### config.mk
export PLATFORM = sky130hd
export DESIGN_NAME = mul_share_arbiter
export DESIGN_NICKNAME = d
export VERILOG_FILES = /design/src/rtl/mul_share_arbiter.sv
export SDC_FILE = /design/constraint.sdc
export NUM_CORES = 1
export LEC_CHECK = 0
export CAP_MARGIN = 20
export CORE_UTILIZATION = 30
export DETAILED_ROUTE_END_ITERATION = 7
export MAX_ROUTING_LAYER = met4
export PLACE_DENSITY = 0.73
export SYNTH_ARGS = -nofsm -noshare
export SYNTH_HDL_FRONTEND = slang
export SYNTH_SLANG_ARGS = --single-unit
export TNS_END_PERCENT = 50
### constraint.sdc
create_clock -name clk -period 2.2 [get_ports clk]
set_input_delay 0.33 -clock clk [delete_from_list [all_inputs] [get_ports clk]]
set_output_delay 0.33 -clock clk [all_outputs]
set_load 0.01 [all_outputs]
### src/rtl/mul_share_arbiter.sv
`default_nettype none
// ============================================================================
// Module   : mul_share_arbiter
// Purpose  : Round-robin sharing of one start/done shift-add multiplier among
//            NREQ requesters. Optional WAIT timeout via MUL_ARB_TIMEOUT_EN.
// Revision : 1.0 - initial release
// ============================================================================
module mul_share_arbiter #(
    parameter int NREQ    = 4,
    parameter int DW      = 16,
    parameter int TIMEOUT = 64
) (
    input  logic                 clk,
    input  logic                 rst,
    input  logic [NREQ-1:0]      req,
    input  logic [NREQ*DW-1:0]   req_mlr,
    input  logic [NREQ*DW-1:0]   req_mld,
    output logic [NREQ-1:0]      gnt,
    output logic [NREQ-1:0]      rsp_valid,
    output logic [DW-1:0]        rsp_prod,
    output logic                 rsp_err,
    output logic                 busy,
    output logic                 mul_start,
    output logic [DW-1:0]        mul_mlr,
    output logic [DW-1:0]        mul_mld,
    input  logic                 mul_done,
    input  logic [DW-1:0]        mul_prod
);

    localparam int PW = (NREQ > 1) ? $clog2(NREQ) : 1;
    localparam logic [PW-1:0] c_last = PW'(NREQ - 1);

    localparam logic [1:0] c_idle  = 2'd0;
    localparam logic [1:0] c_issue = 2'd1;
    localparam logic [1:0] c_wait  = 2'd2;
    localparam logic [1:0] c_resp  = 2'd3;

    if (NREQ < 2 || NREQ > 8 || DW < 2 || TIMEOUT < 1) begin : g_bad_param
        $error("mul_share_arbiter: parameter out of range");
    end

    logic [1:0]      r_state;
    logic [1:0]      w_next_state;
    logic [PW-1:0]   r_rr_ptr;
    logic [PW-1:0]   r_winner;
    logic [PW-1:0]   w_winner;
    logic            w_found;
    int              w_idx;
    logic [DW-1:0]   r_mlr;
    logic [DW-1:0]   r_mld;
    logic [DW-1:0]   r_prod;
    logic [NREQ-1:0] w_onehot;
    logic            w_timeout;

    // Rotating priority search starting at the pointer.
    always_comb begin
        w_found  = 1'b0;
        w_winner = r_rr_ptr;
        w_idx    = 0;
        for (int k = 0; k < NREQ; k++) begin
            w_idx = int'(r_rr_ptr) + k;
            if (w_idx >= NREQ) w_idx = w_idx - NREQ;
            if (!w_found && req[w_idx]) begin
                w_found  = 1'b1;
                w_winner = w_idx[PW-1:0];
            end
        end
    end

    always_ff @(posedge clk or posedge rst) begin
        if (rst) r_state <= c_idle;
        else     r_state <= w_next_state;
    end

    always_comb begin
        w_next_state = r_state;
        case (r_state)
            c_idle:  if (w_found) w_next_state = c_issue;
            c_issue: w_next_state = c_wait;
            c_wait:  if (mul_done || w_timeout) w_next_state = c_resp;
            c_resp:  w_next_state = c_idle;
            default: w_next_state = c_idle;
        endcase
    end

    assign w_onehot = {{(NREQ-1){1'b0}}, 1'b1} << r_winner;

    always_comb begin
        gnt       = '0;
        rsp_valid = '0;
        mul_start = 1'b0;
        busy      = (r_state != c_idle);
        case (r_state)
            c_issue: begin
                gnt       = w_onehot;
                mul_start = 1'b1;
            end
            c_resp:  rsp_valid = w_onehot;
            default: ;
        endcase
    end

    always_ff @(posedge clk or posedge rst) begin
        if (rst) begin
            r_rr_ptr <= '0;
            r_winner <= '0;
            r_mlr    <= '0;
            r_mld    <= '0;
            r_prod   <= '0;
        end else begin
            case (r_state)
                c_idle: if (w_found) begin
                    r_winner <= w_winner;
                    r_mlr    <= req_mlr[w_winner*DW +: DW];
                    r_mld    <= req_mld[w_winner*DW +: DW];
                end
                // A timeout returns zero rather than whatever the multiplier shows.
                c_wait: if (mul_done || w_timeout) r_prod <= w_timeout ? '0 : mul_prod;
                c_resp: r_rr_ptr <= (r_winner == c_last) ? '0 : r_winner + 1'b1;
                default: ;
            endcase
        end
    end

`ifdef MUL_ARB_TIMEOUT_EN
    localparam int CW = $clog2(TIMEOUT + 1);
    logic [CW-1:0] r_cnt;
    logic          r_rsp_err;

    assign w_timeout = (r_state == c_wait) && !mul_done && (r_cnt == CW'(TIMEOUT - 1));

    always_ff @(posedge clk or posedge rst) begin
        if (rst) begin
            r_cnt     <= '0;
            r_rsp_err <= 1'b0;
        end else begin
            if (r_state == c_issue)     r_cnt <= '0;
            else if (r_state == c_wait) r_cnt <= r_cnt + 1'b1;
            if (r_state == c_wait && (mul_done || w_timeout)) r_rsp_err <= w_timeout;
        end
    end

    assign rsp_err = r_rsp_err;
`else
    assign w_timeout = 1'b0;
    assign rsp_err   = 1'b0;
`endif

    assign rsp_prod = r_prod;
    assign mul_mlr  = r_mlr;
    assign mul_mld  = r_mld;

endmodule
`default_nettype wire

==> summary.txt <==
Outcome
  • Status: completed

Floorplan
  • Initial Util: 30.9%
  • Die height: 113 um
  • # rows: 40
  • Die W: 113 um
  • Die area: about 13000 um^2
  • Ports: between 200 and 250
  • Core area: between 10000 and 15000 um^2

Cells and area
  • Commonest non-fill, non-tap cell in the layout: clkdlybuf4s50_1
  • Area grow syn2layout: 67.2%
  • Layout fillers: 1088
  • Nets: 713
  • Final Instance Area: just over 6000 um^2
  • Layout cells sized above 1: 21.1%
  • Most frequent cells in the layout: clkdlybuf4s50_1, a211oi_2, dfrtp_1
  • Antenna cell count: 0
  • Final Non-Filler Cells: 722

Yosys
  • Distinct cells, synth: 34
  • Cells after Synth: 344
  • Synth Register Bits: 54
  • Synth warn: 0
  • Main area contributors after synthesis: dfrtp_1, a211oi_2, mux2i_1
  • Syn nets: about 500
  • Syn_area_per_cell: around 11 um^2
  • Leading area contributor after synthesis: dfrtp_1
  • Top-area cell type share of the netlist area: between 30% and 40%
  • Register area share after synthesis: 36.3%
  • Synthesized area: around 3700 um^2

Clock network
  • Root buffer cell: clkbuf_16
  • Clk buf depth: 2
  • Htree depth: 2
  • CTS clk-pin slew, worst paths: 0.07 ns
  • CTS Buf Count: 5
  • Clock Latency Late Sink: ~0.30 ns
  • Clock sink total: 54
  • CTS tree: done

Routing
  • Post-DRT Antenna Nets: 0
  • 1st-pass router iterations: 4
  • Via-per-instance ratio: 4.81
  • Routed WL: 12.1 mm
  • Total vias in the final route: 3471
  • Drt initial violations: 217
  • Detailed-route wire length per cell: between 15 and 20 um
  • # DRC: 0

Timing
  • Hold WS: 0.389 ns
  • Clock skew: 0.00542 ns
  • Tcrit/Tclk final: 93.6%
  • RSZ-0062 raised after global routing: no
  • Fin. Hold Viols: 0
  • Worst-Margin Slew: between 0.5 and 0.6 ns
  • Max Clock Freq: slightly below 500 MHz
  • Slew HR: 64.3%
  • Final setup viols: 0
  • Final min period: approximately 2 ns
  • Max Transition Viols Final: 0

Critical path
  • Max FO, Critical Path: 4
  • R2r worst-path depth: 6
  • Startpoint Class: flip-flop
  • Data required, critical path: 1.87 ns
  • R2R Setup Slk: 0.31 ns
  • Reg2reg end: mul_mlr[13]
  • Crit path kind: reg2out
  • Critical Path AT: 1.73 ns
  • Worst R2R Start: r_rr_ptr[1]
  • CP Capture Type: output port

Global routing
  • Global-route wire length before repair: 19.1 mm
  • Initial antenna violation count: 0
  • GRT overflow: 0
  • GRT Resource Usage Total: 19.4%
  • Vias in the first global route: ~3700
  • Largest net degree at the start of global routing: 33

Placement
  • Dpl cell area: 6050 um^2
  • Placed Cells: 714
  • Post-DP HPWL: between 9 and 10 mm
  • IO Port Bufs: roughly 210
  • RD Place Congestion: approximately 0.78

Flow run
  • MaxCap Viol Count: 0

Power and ir drop
  • Total Power: approximately 0.0073 W
  • VDD IR max: 0.546 mV
  • Power per cell area: 1170 nW/um^2
  • Lkg Pwr: approximately 2.5 nW

Worst hold path
  • HP Class: in2async
==> state kept, by name, indices dropped and copies added, names as in the netlist <==
name / cells
r_winner: 2
mul_mld: 16
mul_mlr: 16
rsp_prod: 16
r_rr_ptr: 2
r_state: 2
==> final cells by class <==
class / count / area (um^2) / area share [%]
clock buffers: 5 / 125 / 2.01
inverters: 39 / 146 / 2.35
multi-input cells: 224 / 2020 / 32.4
clock inverters: 3 / 43.8 / 0.704
repair buffers: 229 / 2330 / 37.4
well taps: 168 / 210 / 3.38
flip-flops and latches: 54 / 1350 / 21.7
==> logic make-up (layout without fill, tap and decap cells) <==
family                   Yosys count  count (layout)  synth area share, %
flip-flops                        54              54                 36.3
buffers and inverters             66             276                 10.1
AND/OR/NAND/NOR                   56              56                 7.46
adder cells (fa/ha/maj)            9               9                 3.03
AO/OA/AOI/OAI                    108             108                 28.9
other                              1               1                0.101
multiplexers                      50              50                 14.1
==> worst max path at each step <==
stage                     startpoint     endpoint  cells after the start
after global routing      r_state[0]         busy                      4
after floorplan           r_state[0]  mul_mlr[12]                      8
final                     r_state[0]         busy                      4
after CTS                 r_state[1]       gnt[0]                      4
after detailed placement      req[0]   mul_mlr[1]                      7
after global placement        req[0]   mul_mlr[4]                      7
==> critical path, stage by stage (launching register included) <==
cell,delay (ns)
dfrtp_1,0.40
inv_1,0.10
ha_1,0.21
inv_1,0.13
clkdlybuf4s50_1,0.59
==> stage by stage <==
| stage | setup WS, ns | TNS, ns | util, % |
|---|---|---|---|
| CTS | 0.0748 | 0 | 51.6 |
| global placement | -0.0400 | -0.151 | 50.2 |
| detailed placement | -0.0679 | -0.850 | 50.2 |
| floorplan | 0.435 | 0 | - |
| finish | 0.141 | 0 | 51.6 |
| global route | 0.0479 | 0 | 51.6 |
==> report_power, final <==
group          total [W]  internal, W  switching, W  leakage [nW]
sequential       0.00183      0.00151      0.000315         0.615
combinational    0.00449      0.00237       0.00213          1.82
clock           0.000931     0.000541      0.000391        0.0842
total            0.00725      0.00442       0.00283          2.52
==> Yosys cell counts <==
master and n:
and3_1 1, or4_4 1, a211oi_1 5, and3b_1 1
nor2_1 35, nand2_1 3, dfrtp_1 54, o21bai_2 1
buf_6 7, and2_1 8, nand3_4 1, clkbuf_1 13
mux2i_1 32, buf_4 2, a21oi_4 1, ha_1 9
nor3_1 1, o21ai_1 1, a211o_2 1, a211oi_2 59
a31oi_1 32, clkbuf_8 2, a21oi_2 1, nor2b_1 4
inv_1 39, mux2_2 18, a21o_1 2, o21ai_0 2
o21ai_2 1, o32a_1 1, conb_1 1, and3_4 1
buf_12 3, a21oi_1 1
==> per-layer routing <==
metal / wire, um / track usage [%] / vias up / share of wire (%)
met1: 5090 / 22.5 / 1681 / 42
met2: 6240 / 35.3 / 122 / 52
met4: 92 / 3.86 / 0 / 0.76
met3: 693 / 3.35 / 9 / 5.7
met5: 0 / - / - / 0
li1: - / - / 1659 / -
==> repair_timing <==
item                                    4_1_cts  5_1_grt
buffers inserted                              0        0
hold buffers                                  0        0
resized for setup                             0        2
endpoints found under the setup margin        0        2
Power figures use the tool's default switching activity.
